File: config.mk
export PLATFORM = sky130hd
export DESIGN_NAME = pipe_dmem_arbiter
export DESIGN_NICKNAME = d
export VERILOG_FILES = /design/src/rtl/pipe_dmem_arbiter.sv
export SDC_FILE = /design/constraint.sdc
export NUM_CORES = 1
export LEC_CHECK = 0
export ABC_AREA = 0
export CORE_AREA = 2 2 116 118
export DETAILED_ROUTE_END_ITERATION = 6
export DIE_AREA = 0 0 118 120
export SLEW_MARGIN = 20
export SYNTH_ARGS = -nofsm -noshare
export SYNTH_HDL_FRONTEND = slang
export SYNTH_HIERARCHICAL = 1
export SYNTH_SLANG_ARGS = --single-unit
File: constraint.sdc
create_clock -name clock -period 2.8 [get_ports clock]
set_input_delay 0.42 -clock clock [delete_from_list [all_inputs] [get_ports clock]]
set_output_delay 0.42 -clock clock [all_outputs]
set_load 0.1 [all_outputs]
File: src/rtl/pipe_dmem_arbiter.sv
// Data-memory arbiter between the MEM pipeline stage and a debug/loader port.
// The CPU has priority; a starved debug request is forced through with a one-cycle pipeline stall.
module pipe_dmem_arbiter #(
    parameter int MAX_WAIT = 4,
    parameter int CW       = 4
) (
    input  logic          clock,
    input  logic          reset,
    input  logic          cpu_req,
    input  logic          cpu_we,
    input  logic [31:0]   cpu_addr,
    input  logic [31:0]   cpu_wdata,
    output logic [31:0]   cpu_rdata,
    output logic          cpu_stall,
    input  logic          dbg_req,
    input  logic          dbg_we,
    input  logic [31:0]   dbg_addr,
    input  logic [31:0]   dbg_wdata,
    output logic          dbg_ack,
    output logic [31:0]   dbg_rdata,
    output logic          mem_we,
    output logic [31:0]   mem_addr,
    output logic [31:0]   mem_wdata,
    input  logic [31:0]   mem_rdata,
    output logic          grant_dbg,
    output logic [CW-1:0] wait_cnt
);

    typedef enum logic [1:0] {
        ST_IDLE  = 2'd0,
        ST_WAIT  = 2'd1,
        ST_FORCE = 2'd2,
        ST_ACK   = 2'd3
    } state_t;

    localparam logic [CW-1:0] MAX_CNT  = CW'(MAX_WAIT);
    localparam logic [CW-1:0] ONE_CNT  = CW'(1);
    localparam logic [CW-1:0] ZERO_CNT = CW'(0);

    state_t        state_r;
    state_t        state_nxt_s;
    logic [CW-1:0] wait_cnt_r;
    logic [CW-1:0] wait_cnt_nxt_s;
    logic [CW-1:0] wait_inc_s;
    logic          dbg_ack_r;
    logic [31:0]   dbg_rdata_r;
    logic          grant_dbg_s;
    logic          mem_we_s;
    logic [31:0]   mem_addr_s;
    logic [31:0]   mem_wdata_s;
    logic          cpu_stall_s;

    assign wait_inc_s = wait_cnt_r + ONE_CNT;

    // RAM ownership: debug only when the CPU is idle, or unconditionally once forced
    always_comb begin
        grant_dbg_s = 1'b0;
        if (reset) begin
            grant_dbg_s = 1'b0;
        end else begin
            case (state_r)
                ST_IDLE, ST_WAIT: grant_dbg_s = dbg_req & ~cpu_req;
                ST_FORCE:         grant_dbg_s = 1'b1;
                ST_ACK:           grant_dbg_s = 1'b0;
                default:          grant_dbg_s = 1'b0;
            endcase
        end
    end

    // Memory port mux; an unowned RAM still sees the CPU address with writes suppressed
    always_comb begin
        mem_we_s    = 1'b0;
        mem_addr_s  = cpu_addr;
        mem_wdata_s = cpu_wdata;
        if (grant_dbg_s) begin
            mem_we_s    = dbg_we;
            mem_addr_s  = dbg_addr;
            mem_wdata_s = dbg_wdata;
        end else begin
            mem_we_s    = cpu_req & cpu_we & ~reset;
            mem_addr_s  = cpu_addr;
            mem_wdata_s = cpu_wdata;
        end
    end

    // Pipeline freeze only while a forced debug access displaces a real CPU access
    always_comb begin
        cpu_stall_s = 1'b0;
        if (reset) begin
            cpu_stall_s = 1'b0;
        end else begin
            cpu_stall_s = (state_r == ST_FORCE) & cpu_req;
        end
    end

    // Next-state and starvation-counter logic
    always_comb begin
        state_nxt_s    = state_r;
        wait_cnt_nxt_s = wait_cnt_r;
        case (state_r)
            ST_IDLE: begin
                if (dbg_req && cpu_req) begin
                    wait_cnt_nxt_s = ONE_CNT;
                    state_nxt_s    = (MAX_CNT == ONE_CNT) ? ST_FORCE : ST_WAIT;
                end else if (dbg_req) begin
                    state_nxt_s = ST_ACK;
                end else begin
                    state_nxt_s = ST_IDLE;
                end
            end
            ST_WAIT: begin
                if (!dbg_req) begin
                    state_nxt_s    = ST_IDLE;
                    wait_cnt_nxt_s = ZERO_CNT;
                end else if (!cpu_req) begin
                    state_nxt_s = ST_ACK;
                end else begin
                    wait_cnt_nxt_s = wait_inc_s;
                    state_nxt_s    = (wait_inc_s == MAX_CNT) ? ST_FORCE : ST_WAIT;
                end
            end
            ST_FORCE: begin
                state_nxt_s = ST_ACK;
            end
            ST_ACK: begin
                state_nxt_s    = ST_IDLE;
                wait_cnt_nxt_s = ZERO_CNT;
            end
            default: begin
                state_nxt_s    = ST_IDLE;
                wait_cnt_nxt_s = ZERO_CNT;
            end
        endcase
    end

    // State, counter, ack pulse and captured debug read data
    always_ff @(posedge clock or posedge reset) begin
        if (reset) begin
            state_r     <= ST_IDLE;
            wait_cnt_r  <= ZERO_CNT;
            dbg_ack_r   <= 1'b0;
            dbg_rdata_r <= 32'h0000_0000;
        end else begin
            state_r    <= state_nxt_s;
            wait_cnt_r <= wait_cnt_nxt_s;
            dbg_ack_r  <= (state_nxt_s == ST_ACK);
            if (grant_dbg_s) begin
                dbg_rdata_r <= mem_rdata;
            end else begin
                dbg_rdata_r <= dbg_rdata_r;
            end
        end
    end

    assign cpu_rdata = mem_rdata;
    assign cpu_stall = cpu_stall_s;
    assign dbg_ack   = dbg_ack_r;
    assign dbg_rdata = dbg_rdata_r;
    assign mem_we    = mem_we_s;
    assign mem_addr  = mem_addr_s;
    assign mem_wdata = mem_wdata_s;
    assign grant_dbg = grant_dbg_s;
    assign wait_cnt  = wait_cnt_r;

    pipe_dmem_arbiter_chk #(
        .MAX_WAIT (MAX_WAIT),
        .CW       (CW)
    ) u_chk (
        .clock     (clock),
        .reset     (reset),
        .cpu_stall (cpu_stall_s),
        .grant_dbg (grant_dbg_s),
        .dbg_ack   (dbg_ack_r),
        .wait_cnt  (wait_cnt_r)
    );

endmodule

// Protocol invariants of the arbiter, kept apart from the datapath.
module pipe_dmem_arbiter_chk #(
    parameter int MAX_WAIT = 4,
    parameter int CW       = 4
) (
    input logic          clock,
    input logic          reset,
    input logic          cpu_stall,
    input logic          grant_dbg,
    input logic          dbg_ack,
    input logic [CW-1:0] wait_cnt
);

    a_cnt_bound: assert property (@(posedge clock) disable iff (reset) wait_cnt <= CW'(MAX_WAIT));
    a_stall_grant: assert property (@(posedge clock) disable iff (reset) cpu_stall |-> grant_dbg);
    a_ack_no_grant: assert property (@(posedge clock) disable iff (reset) dbg_ack |-> !grant_dbg);
    a_ack_pulse: assert property (@(posedge clock) disable iff (reset) dbg_ack |=> !dbg_ack);
    a_stall_once: assert property (@(posedge clock) disable iff (reset) cpu_stall |=> !cpu_stall);

endmodule

# Word level (Yosys, flattened, before mapping)
# Cells that the tools add are included.
# word_totals
ff_bits,39
inputBits,166
output_inout_bits,136
elab_cells,39
# op_classes
n_addsub,1
n_eq_ne,7
n_mux,16
bitwise_logic,6
n_reduce_logical,5
# ops
cell,count
32-bit two-way mux,2
4-bit two-way mux,3
4-bit one-hot mux with 3 select lines,1
2-bit two-way mux,5
2-bit one-hot mux with 4 select lines,1
"2-bit equality test, second input constant",3
"4-bit by 1-bit adder with 4-bit output, second input constant",1
1-bit AND,4
"4-bit by 3-bit equality test with 1-bit output, second input constant",1
1-bit two-way mux,3
"3-bit inequality test, second input constant",1
1-bit one-hot mux with 3 select lines,1
3-bit AND reduction,1
3-bit nonzero test,1
"2-bit by 1-bit equality test with 1-bit output, second input constant",1
2-bit logical NOT,1
"2-bit inequality test, second input constant",1
1-bit inverter,2
2-bit OR reduction,1
1-bit logical AND,1

# Longest topological paths before layout
# Gate-level depths: netlist (run 1).
# depth
word_depth,7
mapped_depth,6
mapped_depth_nobuf,5

# Worst setup path before layout (run 1)
# Ideal clock, no wire load.
# synth_timing
path_kind,flip-flop to output port
start,reg state_r[0]
end,out cpu_stall
t_arrival_ns,2.874
required_time_ns,2.380
setup_slack_ns,-0.494
stages_incl_launch_ff,3
n_path_buf,0
path_cell_list,dfrtp_1 > nand2b_1 > nor3b_1
# synth_via
elab_chain_len,3
# synth_lines
item,line,rtl
start: declaration,40,state_t state_r;
start signal: assignment,144,state_r <= state_nxt_s;
2-bit equality test,92,cpu_stall_s = (state_r == ST_FORCE) & cpu_req;
1-bit AND,92,
1-bit two-way mux,89,if (reset) begin
end: declaration,14,"output logic cpu_stall,"
# No other way between the ends.

# Worst setup path in the final report (run 1)
# layout_timing
start,in dbg_req
end,out mem_addr[17]
# layout_via
elab_chain_len,4
# layout_lines
item,line,rtl
start: declaration,15,"input logic dbg_req,"
1-bit AND,62,"ST_IDLE, ST_WAIT: grant_dbg_s = dbg_req & ~cpu_req;"
1-bit one-hot mux with 3 select lines,61,case (state_r)
1-bit two-way mux,58,if (reset) begin
32-bit two-way mux,75,if (grant_dbg_s) begin
end: declaration,22,"output logic [31:0] mem_addr,"
# No other way between the ends.

==> results of run 1 <==
[sequential cells by signal, summed over array words and instances, names as in the netlist]
name       flops
state_r        2
dbg_rdata     32
dbg_ack        1
wait_cnt       4
[worst max-delay path: cells and delay by family]
| kind | cells | cell delay, ps |
|---|---|---|
| AO/OA/AOI/OAI | 1 | 250 |
| multiplexers | 1 | 390 |
| buffers and inverters | 3 | 910 |
| AND/OR/NAND/NOR | 2 | 270 |
[how the worst max path moves through the flow]
stage          startpoint      endpoint  slack (ps)  depth (start not counted)
2_1_floorplan  state_r[1]        mem_we           2                          4
3_3_place_gp      dbg_req  mem_addr[28]          90                          7
3_5_place_dp      dbg_req  mem_addr[13]         110                          7
4_1_cts           dbg_req  mem_addr[13]         100                          7
5_1_grt           dbg_req   mem_addr[4]           9                          7
6_report          dbg_req  mem_addr[17]         120                          7
[layout by cell type (no fill, tap or decap), types with 4 or more instances in the layout]
cell	count
buf_4	75
mux2_1	29
a21oi_1	5
buf_12	70
o21ai_0	7
mux2_2	67
dfrtp_1	39
clkdlybuf4s50_1	165
clkbuf_16	5
nand2b_1	4
nand2_1	5
[per-layer routing]
metal  part of all wire  vias to the layer above  track usage
li1                   -                     1301            -
met1               0.33                     1298       0.1404
met2               0.56                      184       0.2900
met3               0.10                        6      0.05086
met4             0.0093                        0      0.03539
met5                  0                        -            0
[cell families after synthesis]
| group | Yosys count |
|---|---|
| mux | 96 |
| buf+inv | 45 |
| fa+ha+maj | 2 |
| flops | 39 |
| simple gates | 18 |
| compound gates | 19 |
[layout make-up]
cell class	instances	area share
clock buffer	6	0.02194
tap	176	0.03479
sequential	39	0.1542
inverter	2	0.001186
multi-input combinational	135	0.2105
timing repair buffer	310	0.5713
clock inverter	2	0.006128
[through the flow]
stage / hold WS [ps] / utilization / total power [mW] / worst slack, ps / cells
2_1_floorplan: 537.2 / - / 3.948 / 1.717 / 219
3_3_place_gp: 469.6 / 0.4740 / 5.166 / 91.33 / 662
3_5_place_dp: 476.0 / 0.4740 / 5.202 / 111.4 / 662
4_1_cts: 490.4 / 0.4877 / 5.889 / 102.2 / 670
5_1_grt: 501.3 / 0.4877 / 6.010 / 8.675 / 670
6_report: 483.8 / 0.4877 / 5.825 / 118.8 / 670
[cells in the mapped netlist (2+ instances only)]
cell,count
o21ai_0,7
nor2_1,2
a21oi_1,5
dfrtp_1,39
buf_6,4
a31oi_1,2
nand2b_1,4
buf_4,36
ha_1,2
nand3_1,2
mux2_2,67
mux2_1,29
inv_1,2
buf_2,2
nand2_1,5
[power by group through the flow]
stage               sequential [mW]  combinational, mW  clock, mW
global route                  0.948               4.35      0.717
global placement              0.917               4.25          0
detailed placement            0.930               4.27          0
CTS                           0.920               4.28      0.691
floorplan                      2.49               1.46          0
finish                        0.916               4.24      0.665
==> impl.org, run 1 <==
** Run status
- The flow ran to the end, and the final reports show no timing, DRC or antenna violations.

** Synthesis
- Mapped Cells :: 219
- Post-synth top area cell :: dfrtp_1
- The share of the Yosys chip area taken by registers is 0.3697.
- In this run, synthesis produced a sequential element count of 39.
- By area, the combinational part of the netlist is dominated by multiplexers.
- Of the total synthesized cell area, the portion taken by XOR and XNOR cells is 0.
- Proportion of synthesized flip-flops having asynchronous set or reset :: 1.000
- Number of nets produced by synthesis :: slightly below 400
- Number of enable flip-flop cells after synthesis :: 0
- The share of synthesized area in the top cell type comes to 0.3697.
- Post-synthesis compound-gate area fraction :: 0.04645
- Yosys printed 6 warnings.
- Top cells by area in the synthesized netlist :: dfrtp_1 37%, mux2_2 29%, mux2_1 12%
- Of the total synthesized cell area, the portion taken by AND, OR, NAND and NOR gates is 0.03744.
- Netlist area before placement :: between 2000 and 3000 um^2
- Multiplexer fraction of the synthesized cell area :: 0.4095
- In this run the mean area of a mapped cell was 12.05 um^2.
- Of the total synthesized cell area, the portion taken by full adders, half adders and majority gates is 0.009479.
- Number of distinct library cell variants in the gate-level netlist after synthesis :: 26
- In the synthesized netlist the dominant register cell turns out to be dfrtp_1.

** Critical path
- Data arrival, critical path :: 2260 ps
- Reg-to-reg endpoint :: dbg_rdata[10]
- The startpoint identified for the worst register-to-register timing path is state_r[0].
- For this run, the slowest stage of the critical path takes approximately 500 ps.
- Startpoint kind of the worst setup timing path :: input pin
- STA classifies the critical path endpoint as a primary output.
- Critical path's slowest cell :: clkdlybuf4s50_1
- Measured in cells, the most critical reg-to-reg path has a length of 5.
- Crit Path Class :: in2out
- The most numerous cell type found on the critical path is buf_12.
- CP cell instances :: clkdlybuf4s50_1 -> nor2b_2 -> nand2b_1 -> a21oi_4 -> buf_12 -> mux2_1 -> buf_12
- Crit path max fanout :: 30
- STA puts the critical path data required time at approximately 2400 ps.
- R2r setup slk :: ~760 ps

** Power
- Leakage component of the power :: approximately 2.7 nW
- Cell-internal power :: approximately 2.4 mW
- Of the total power, the share spent switching nets is 0.5830.
- The share of total power dissipated in sequential elements is 0.157.
- IR analysis of the VDD net gives a maximum drop of 0.0004033 V.
- Combinational power share :: 0.728
- Summed over all nets, the switching power comes to approximately 3.4 mW.
- Clock share of power :: 0.114
- Power spread over the standard cell area amounts to 920.2 nW/um^2.

** Clock tree
- # Post-CTS Setup Buffers :: 0
- CTS Root Cell :: clkbuf_16
- Clock latency on the worst-skew pair, taken at its later pin, is between 200 and 300 ps.
- The clock passes through at most 2 buffers.
- Number of gates given a new drive strength after cts :: 0
- The number of clock buffers added by TritonCTS is 5.
- Register clock-pin slew on the reported worst setup and hold paths :: approximately 60 ps
- Total of hold buffers inserted after clock tree synthesis :: 0
- TritonCTS built the clock tree.
- Number of levels the H-tree was split into :: 2
- Clock tree synthesis found a total of 39 sinks.

** Timing
- For the pin with the worst max-slew slack, the measured transition is approximately 420 ps.
- The worst pin sits at a relative slew slack of 0.7171.
- Across the routed clock network, the largest skew measured is between 3 and 4 ps.
- Setup repair after global routing missed its margin :: no
- Number of hold-slack violations in the final timing report :: 0
- Achievable frequency :: around 370 MHz
- Number of max-slew violations in the final report :: 0
- Subtracting the final worst setup slack from the clock period gives between 2000 and 3000 ps.
- For the final routed database, the setup TNS stands at 0 ps.
- Final setup viols :: 0
- Share of the clock period used by the worst path :: 0.9576

** Final layout
- Area delta synth->final :: 139.8%
- Counting the fill cells in the layout gives roughly 1.2k.
- Post-route cell area :: about 6300 um^2
- The final layout contains ~660 nets.
- Layout cell share with drive strength beyond 1 :: 0.4534
- 0 antenna diodes ended up in the layout.
- Area occupied by registers :: about 980 um^2
- Multi-input gate area :: around 1300 um^2

** Floorplan
- The die covers approximately 14000 um^2.
- Overall die width :: approximately 120 um
- The die is about 120 um tall.
- The initial utilization of the core area, before any placement, comes to 0.2034.
- around 300 I/O pins were placed.
- Core Rows :: 42
- Floorplan core area :: around 13000 um^2

** Worst hold path
- The worst hold path terminates at dbg_rdata[19].
- The tightest min-delay check is of the reg2reg type.
- Worst Hold Launch :: dbg_rdata[19]
- Number of cells on the worst hold path :: 1

** Detailed routing
- The first TritonRoute pass finished after 3 iterations.
- The routed design has 10.65 mm of wire.
- Number of DRC markers after the initial detailed-route iteration :: 52
- Total via count after detailed routing :: 2789
- After detailed routing, the number of remaining DRC violations is 0.
- Post-DR wirelength/cell :: roughly 16 um
- Dividing the detail-routed via count by the number of cells gives between 4 and 5.
- Number of antenna-violating nets in the routed design :: 0

** Global routing
- For this run, the total global-route usage over all layers was measured as 0.1450.
- Via count of the first global-routing pass :: 3156
- Initial antenna violation count :: 0
- Entering global routing, the biggest net connects 34 pins.
- Wire length of the first global-routing pass :: 16.42 mm
- The total overflow left after global routing is 0.

** Place
- Final estimated routing congestion in global placement :: between 0.8 and 0.9
- Estimated wirelength of the detail-placed design :: slightly above 9 mm
- In this run the tool buffered the top-level ports with ~300 buffer cells.
- Post-placement cell area :: between 6000 and 7000 um^2

** Run
- Across the run, the number of max-cap violations was 0.
No activity file was read; power rests on OpenSTA's default activity.
==> run 2: changes to the inputs <==
--- a/config.mk
+++ b/config.mk
@@ -6,10 +6,12 @@
 export NUM_CORES = 1
 export LEC_CHECK = 0
 export ABC_AREA = 0
-export CORE_AREA = 2 2 116 118
+export CORE_AREA = 4 4 114 116
+export CTS_CLUSTER_SIZE = 16
 export DETAILED_ROUTE_END_ITERATION = 6
 export DIE_AREA = 0 0 118 120
-export SLEW_MARGIN = 20
+export PLACE_DENSITY = 0.67
+export SLEW_MARGIN = 0
 export SYNTH_ARGS = -nofsm -noshare
 export SYNTH_HDL_FRONTEND = slang
 export SYNTH_HIERARCHICAL = 1
==> run 2 against run 1 <==
Power fell by 1.9%. Clock-buffer cell count unchanged. Global-route usage grew 0.70 points. Wire length rose by 6.1%. Critical path depth unchanged. Combinational power hardly changed. Flip-flop and latch count stayed put. Final area shrank 1.5%. Largest cell class unchanged.
==> impl.org, run 2 (synthesized netlist as in run 1, its figures left out) <==
** Final layout
- Area delta synth->final :: 136.1%
- In the layout the commonest cells are 165 x clkdlybuf4s50_1, 79 x mux2_2, 74 x buf_4.
- Number of fillers in the final layout :: 1024 (-13%)
- Leaving out fill and tap cells, the most frequent cell in the layout is clkdlybuf4s50_1.
- Multi-input gate area :: 1333 um^2 (unchanged)
- Post-route cell area :: 6232 um^2 (-1.5%)
- The register area is 975.9 um^2 (unchanged).
- Layout cell share with drive strength beyond 1 :: 0.4725 (+0.01906)
- Count of nets after finishing :: 659 (-0.30%)
- The count of inserted antenna diode cells is 0 (unchanged).
- The flip-flop count of the largest register, all copies and words added came to 32 (unchanged).

** Critical path
- STA classifies the critical path endpoint as a primary output.
- The arrival time at the worst endpoint was 2310 ps (+50 ps).
- The worst setup path is launched from an input pin.
- Data required time at the worst endpoint :: 2380 ps (about the same)
- The number of cells traversed by the worst register-to-register path came to 5 (unchanged).
- Tracing the worst setup path back leads to its startpoint at dbg_req.
- Critical path capture point :: mem_wdata[28]
- Crit path max fanout :: 48 (+60%)
- R2r setup slk :: 860 ps (+100 ps)
- Reg-to-reg endpoint :: dbg_rdata[14]
- The startpoint identified for the worst register-to-register timing path is state_r[0].
- Crit Path Class :: in2out

** Timing
- The max-slew violation count was 0 (unchanged).
- Share of the clock period used by the worst path :: 0.9765 (+0.01892)
- Post-route clock skew :: 3.131 ps (-0.4869 ps)
- The worst max-slew margin expressed relative to the limit is 0.6601 (-0.05707).
- The slew at the pin closest to its max-slew limit is 509.9 ps (+90.04 ps).
- Number of hold-slack violations in the final timing report :: 0 (unchanged)
- Achievable frequency :: 365.7 MHz (-1.9%)
- The shortest period the worst path allows came to 2734 ps (+52.99 ps).
- Setup repair after global routing could not meet its margin everywhere.
- Final setup viols :: 0 (unchanged)

** Power
- The worst ir drop on vdd was 0.0003600 V (-11%).
- Power per standard cell area :: 916.6 nW/um^2 (-0.39%)
- Leakage component of the power :: 2.632 nW (-1.2%)
- The final total power came to 5.712 mW (-1.9%).

** Detailed routing
- 1st-pass router iterations :: 4 (+1)
- Number of antenna-violating nets in the routed design :: 0 (unchanged)
- The average wire length per cell after detail routing came to 17.71 um (+11%).
- The iteration-0 DRC count of the detailed router came to 64 (+23%).
- DRC errors left :: 0 (unchanged)
- Average vias per placed instance :: 4.350 (+4.5%)
- The via count of the routed design was 2775 (-0.50%).
- The total wirelength of the detailed-routed design came to 11.30 mm (+6.1%).

** Place
- Estimated wirelength of the detail-placed design :: 9.954 mm (+6.5%)
- The number of buffer cells added on primary ports came to 301 (unchanged).
- The cell area after placement is 6088 um^2 (-1.0%).
- Final estimated routing congestion in global placement :: 0.7526 (-12%)

** Clock tree
- Number of levels the H-tree was split into :: 2 (unchanged)
- CTS Root Cell :: clkbuf_16
- The number of buffers inserted by post-CTS setup repair came to 0 (unchanged).
- The clock transition at the register clock pins on the worst setup and hold paths after CTS is 50 ps (about the same).
- Clock tree from TritonCTS :: done
- Number of clock buffers inserted by TritonCTS :: 5 (unchanged)
- Later-pin clock latency in the skew report :: 270 ps (about the same)
- The maximum buffer depth of the clock tree is 2 (unchanged).
- Clk sinks :: 39 (unchanged)
- The quantity of hold-fixing buffers added after cts is 0 (unchanged).

** Global routing
- The overall track demand over capacity in global routing is 0.1520 (+0.006967).
- Initial antenna violation count :: 0 (unchanged)
- The final global-route overflow total is 0 (unchanged).
- The pin count of the biggest net entering global routing was 49 (+44%).
- Wire length of the first global-routing pass :: 17.14 mm (+4.4%)
- The via count of the first global-routing pass is 3178 (+0.70%).

** Run status
- Outcome :: finished clean

** Floorplan
- Vert. Die Dim :: 120 um (unchanged)
- Floorplan core area :: 11910 um^2 (-8.2%)
- I/O pin total :: 302 (unchanged)
- The die extent in x was 118 um (unchanged).
- The total die area came to 14160 um^2 (unchanged).
- The effective utilization at floorplan came to 0.2216 (+0.01825).
- The number of core rows is 40 (-4.8%).

** Run
- The number of max-capacitance violations reported is 0 (unchanged).

** Worst hold path
- In this run the worst hold path is classified as reg2reg.
[run 2: worst min path at each step]
stage,from,to,slack (ps),depth (start not counted)
detailed placement,dbg_rdata[28],dbg_rdata[28],480,1
global route,dbg_rdata[26],dbg_rdata[26],510,1
finish,dbg_rdata[28],dbg_rdata[28],490,1
CTS,dbg_rdata[28],dbg_rdata[28],490,1
floorplan,state_r[0],wait_cnt[0],540,1
global placement,dbg_rdata[30],dbg_rdata[30],470,1
[run 2: what timing repair did]
item,in CTS,in global routing
endpoints found under the setup margin,0,43
hold endpoints to repair,0,0
gates resized for setup,0,12
[run 2: layout make-up]
class                   instances  area share
clock buffers                   6     0.02228
clock inverters                 1   0.0008031
multi-input cells             135      0.2138
inverters                       2    0.001205
flip-flops and latches         39      0.1566
well taps                     147     0.02951
repair buffers                308      0.5758
[run 2: worst max-delay path: stages]
cell             delay [ps]
clkdlybuf4s50_1         490
nor2b_2                 170
nand2b_1                120
a21oi_4                 230
buf_12                  290
mux2_2                  400
buf_12                  170
[run 2: per-stage QoR]
stage | setup WS (ps) | cells | setup TNS, ps | utilization | hold WS [ps]
CTS | 44.43 | 638 | 0 | 0.5232 | 493.4
detailed placement | 48.89 | 631 | 0 | 0.5111 | 480.2
floorplan | 1.717 | 219 | 0 | - | 537.2
global placement | 83.46 | 631 | 0 | 0.5111 | 473.6
finish | 65.86 | 638 | 0 | 0.5232 | 486.0
global route | -31.34 | 638 | -503.7 | 0.5232 | 507.0
[run 2: power breakdown]
group / switching [mW] / total [mW] / internal [mW]
Combinational: 3.05 / 4.25 / 1.20
Sequential: 0.134 / 0.919 / 0.785
Clock: 0.200 / 0.547 / 0.347
Total: 3.38 / 5.71 / 2.33
[run 2: layer usage]
layer,GRT usage,up-vias,routed length (um)
li1,-,1297,-
met1,0.1480,1268,3709
met2,0.2946,200,6259
met3,0.06409,10,1187
met4,0.03810,0,142
met5,0,-,0
==> run 3: changes to the inputs <==
--- a/config.mk
+++ b/config.mk
@@ -6,10 +6,12 @@
 export NUM_CORES = 1
 export LEC_CHECK = 0
 export ABC_AREA = 0
+export CAP_MARGIN = 20
 export CORE_AREA = 4 4 114 116
 export CTS_CLUSTER_SIZE = 16
 export DETAILED_ROUTE_END_ITERATION = 6
 export DIE_AREA = 0 0 118 120
+export GPL_TIMING_DRIVEN = 0
 export PLACE_DENSITY = 0.67
 export SLEW_MARGIN = 0
 export SYNTH_ARGS = -nofsm -noshare
==> run 3 against run 2 <==
Setup slack better by 11 ps. Hold slack worse by 3.2 ps. Critical path depth up 1. Highest routed layer unchanged. Clock skew down 1.1 ps. Register-to-register slack better by 170 ps.
==> impl.org, run 3 (synthesized netlist as in run 1, its figures left out) <==
** Place
- The worst slack at placement is -992.1 ps (-1041 ps).
- Final estimated routing congestion in global placement :: 0.7750 (+3.0%)
- Post-placement cell area :: 5832 um^2 (-4.2%)
- Estimated wirelength of the detail-placed design :: 9.593 mm (-3.6%)
- Number of input and output port buffers inserted :: 300 (-0.33%)

** Worst hold path
- Worst Hold End :: dbg_rdata[22]
- Worst Hold Launch :: dbg_rdata[22]
- Tightest Hold Check Type :: reg2reg
- The instance count along the most critical hold path came to 1 (unchanged).

** Detailed routing
- 1st-pass router iterations :: 4 (unchanged)
- The via count of the routed design was 2839 (+2.3%).
- Number of DRC markers after the initial detailed-route iteration :: 91 (+42%)
- Post-DR wirelength/cell :: 16.18 um (-8.7%)
- The total wirelength of the detailed-routed design came to 11.00 mm (-2.6%).
- The number of remaining DRC errors came to 0 (unchanged).
- The number of nets with antenna violations after detailed routing was 0 (unchanged).
- The ratio of routed vias to standard cells is 4.175 (-4.0%).

** Global routing
- Via count of the first global-routing pass :: 3135 (-1.4%)
- Sum of overflow across all layers after global routing :: 0 (unchanged)
- Largest net degree at the start of global routing :: 40 (-18%)
- Wire length of the first global-routing pass :: 16.82 mm (-1.8%)
- Initial antenna violation count :: 0 (unchanged)
- Gr usage total :: 0.1472 (-0.004798)

** Critical path
- CP cell instances :: clkdlybuf4s50_1 -> nor2b_4 -> nand2b_4 -> a21oi_4 -> buf_12 -> buf_4 -> mux2_2 -> clkbuf_4
- Family with the most delay on the worst path :: buffers and inverters
- Max stage delay on crit path :: 500 ps (about the same)
- The critical-path maximum fanout is 10 (-79%).
- The setup path with the least slack is of type in2out.
- In this run the critical register-to-register path is launched from state_r[0].
- Type of destination of the critical path :: primary output
- The number of cells traversed by the worst register-to-register path is 6 (+1).
- Critical path's slowest cell :: clkdlybuf4s50_1
- In this run the critical register-to-register path is captured at dbg_rdata[25].
- The required time at the worst-slack endpoint was 2380 ps (about the same).
- Startpoint kind of the worst setup timing path :: input pin
- Instance count on the critical path :: 8 (+1)
- R2r setup slk :: 1030 ps (+170 ps)
- Buffers & Inverters on Critical Path :: 4 (+1)
- Data arrival, critical path :: 2300 ps (about the same)

** Final layout
- Leaving out fill and tap cells, the most frequent cell in the layout is clkdlybuf4s50_1.
- Compared with the post-synthesis result, the final layout area differs by 126.0%.
- Count of nets after finishing :: 700 (+6.2%)
- Multi-input gate area :: 1345 um^2 (+0.94%)
- The number of fillers in the final layout is 1126 (+10%).
- The flip-flop count of the largest register, all copies and words added came to 32 (unchanged).
- Util after Layout :: 0.5008 (-0.02237)
- Most frequent cells in the layout :: 233 x clkdlybuf4s50_1, 78 x buf_4, 71 x mux2_2
- Layout cell share with drive strength beyond 1 :: 0.3677 (-0.1048)
- The post-route cell area came to 5966 um^2 (-4.3%).
- The count of inserted antenna diode cells was 0 (unchanged).
- Area occupied by registers :: 975.9 um^2 (unchanged)

** Timing
- Number of hold-slack violations in the final timing report :: 0 (unchanged)
- Post-route clock skew :: 2.033 ps (-1.097 ps)
- The slew at the pin closest to its max-slew limit is 1020 ps (+510.0 ps).
- The worst setup slack after layout came to 76.85 ps (+10.99 ps).
- The max-slew violation count came to 0 (unchanged).
- Achievable frequency :: 367.2 MHz (+0.40%)
- The total negative slack for setup checks was 0 ps (unchanged).
- Final setup viols :: 0 (unchanged)
- The fraction of the cycle the final worst path needs was 0.9726 (-0.003926).
- Worst slew margin :: 0.3179 (-0.3421)
- Setup repair after global routing could not meet its margin everywhere.
- Minimum clock period :: 2723 ps (-10.99 ps)

** Floorplan
- Overall die width :: 118 um (unchanged)
- I/O pin total :: 302 (unchanged)
- The total die area is 14160 um^2 (unchanged).
- The effective utilization at floorplan was 0.2216 (unchanged).
- Floorplan core area :: 11910 um^2 (unchanged)
- Core Rows :: 40 (unchanged)
- Vert. Die Dim :: 120 um (unchanged)

** Clock tree
- Clk sinks :: 39 (unchanged)
- Number of levels the H-tree was split into :: 2 (unchanged)
- The latest clock arrival within the worst-skew pair was 270 ps (about the same).
- The cell sitting at the root of the clock tree is a clkbuf_16.
- Max Buffers Root-to-Sink :: 2 (unchanged)
- Clock tree from TritonCTS :: done
- The number of buffers created by CTS was 5 (unchanged).
- Register clock-pin slew on the reported worst setup and hold paths :: 60 ps (about the same)

** Run status
- The flow ran to the end, and the final reports show no timing, DRC or antenna violations.

** Run
- Max-cap check violation count :: 0 (unchanged)

** Power
- The worst ir drop on vdd was 0.0003074 V (-15%).
- The areal power density over the cells is 925.5 nW/um^2 (+0.98%).
- Leakage component of the power :: 2.509 nW (-4.7%)
[run 3: repair_timing]
| action | CTS | global route |
|---|---|---|
| pin swaps | 1 | 1 |
| endpoints found under the hold margin | 0 | 0 |
| hold buffers | 0 | 0 |
| setup endpoints to repair | 66 | 44 |
| gates resized for setup | 368 | 68 |
| buffers inserted | 6 | 0 |
| gates cloned | 0 | 0 |
[run 3: layout make-up]
class | instances | share of cell area
sequential | 39 | 0.1636
inverter | 2 | 0.001258
clock buffer | 7 | 0.02223
multi-input combinational | 135 | 0.2255
buffer | 43 | 0.05789
tap | 147 | 0.03083
timing repair buffer | 306 | 0.4979
clock inverter | 1 | 0.0008389
[run 3: per-stage QoR]
step | power (mW) | hold WS (ps) | cells
after global placement | 4.984 | 470.6 | 666
after global routing | 5.717 | 496.5 | 680
after floorplan | 3.948 | 537.2 | 219
after detailed placement | 5.015 | 476.7 | 666
final | 5.521 | 482.8 | 680
after CTS | 5.532 | 489.8 | 680
[run 3: worst max path at each step]
stage	startpoint	to	slack [ps]
after floorplan	state_r[1]	mem_we	2
after global placement	dbg_req	mem_addr[26]	-990
after detailed placement	dbg_req	mem_addr[16]	-990
after CTS	state_r[0]	cpu_stall	8
after global routing	dbg_req	mem_addr[23]	-6
final	dbg_req	mem_wdata[9]	80
[run 3: power breakdown]
| group | internal (mW) | switching, mW |
|---|---|---|
| combinational | 1.08 | 3.01 |
| clock | 0.329 | 0.200 |
| sequential | 0.784 | 0.125 |
[run 3: layer usage]
layer	vias to the layer above	track usage	share of wire	routed length, um
met5	-	0	0	0
met4	0	0.02637	0.0050	55
met3	2	0.05796	0.11	1204
met2	183	0.2943	0.55	6081
met1	1277	0.1429	0.33	3660
li1	1377	-	-	-
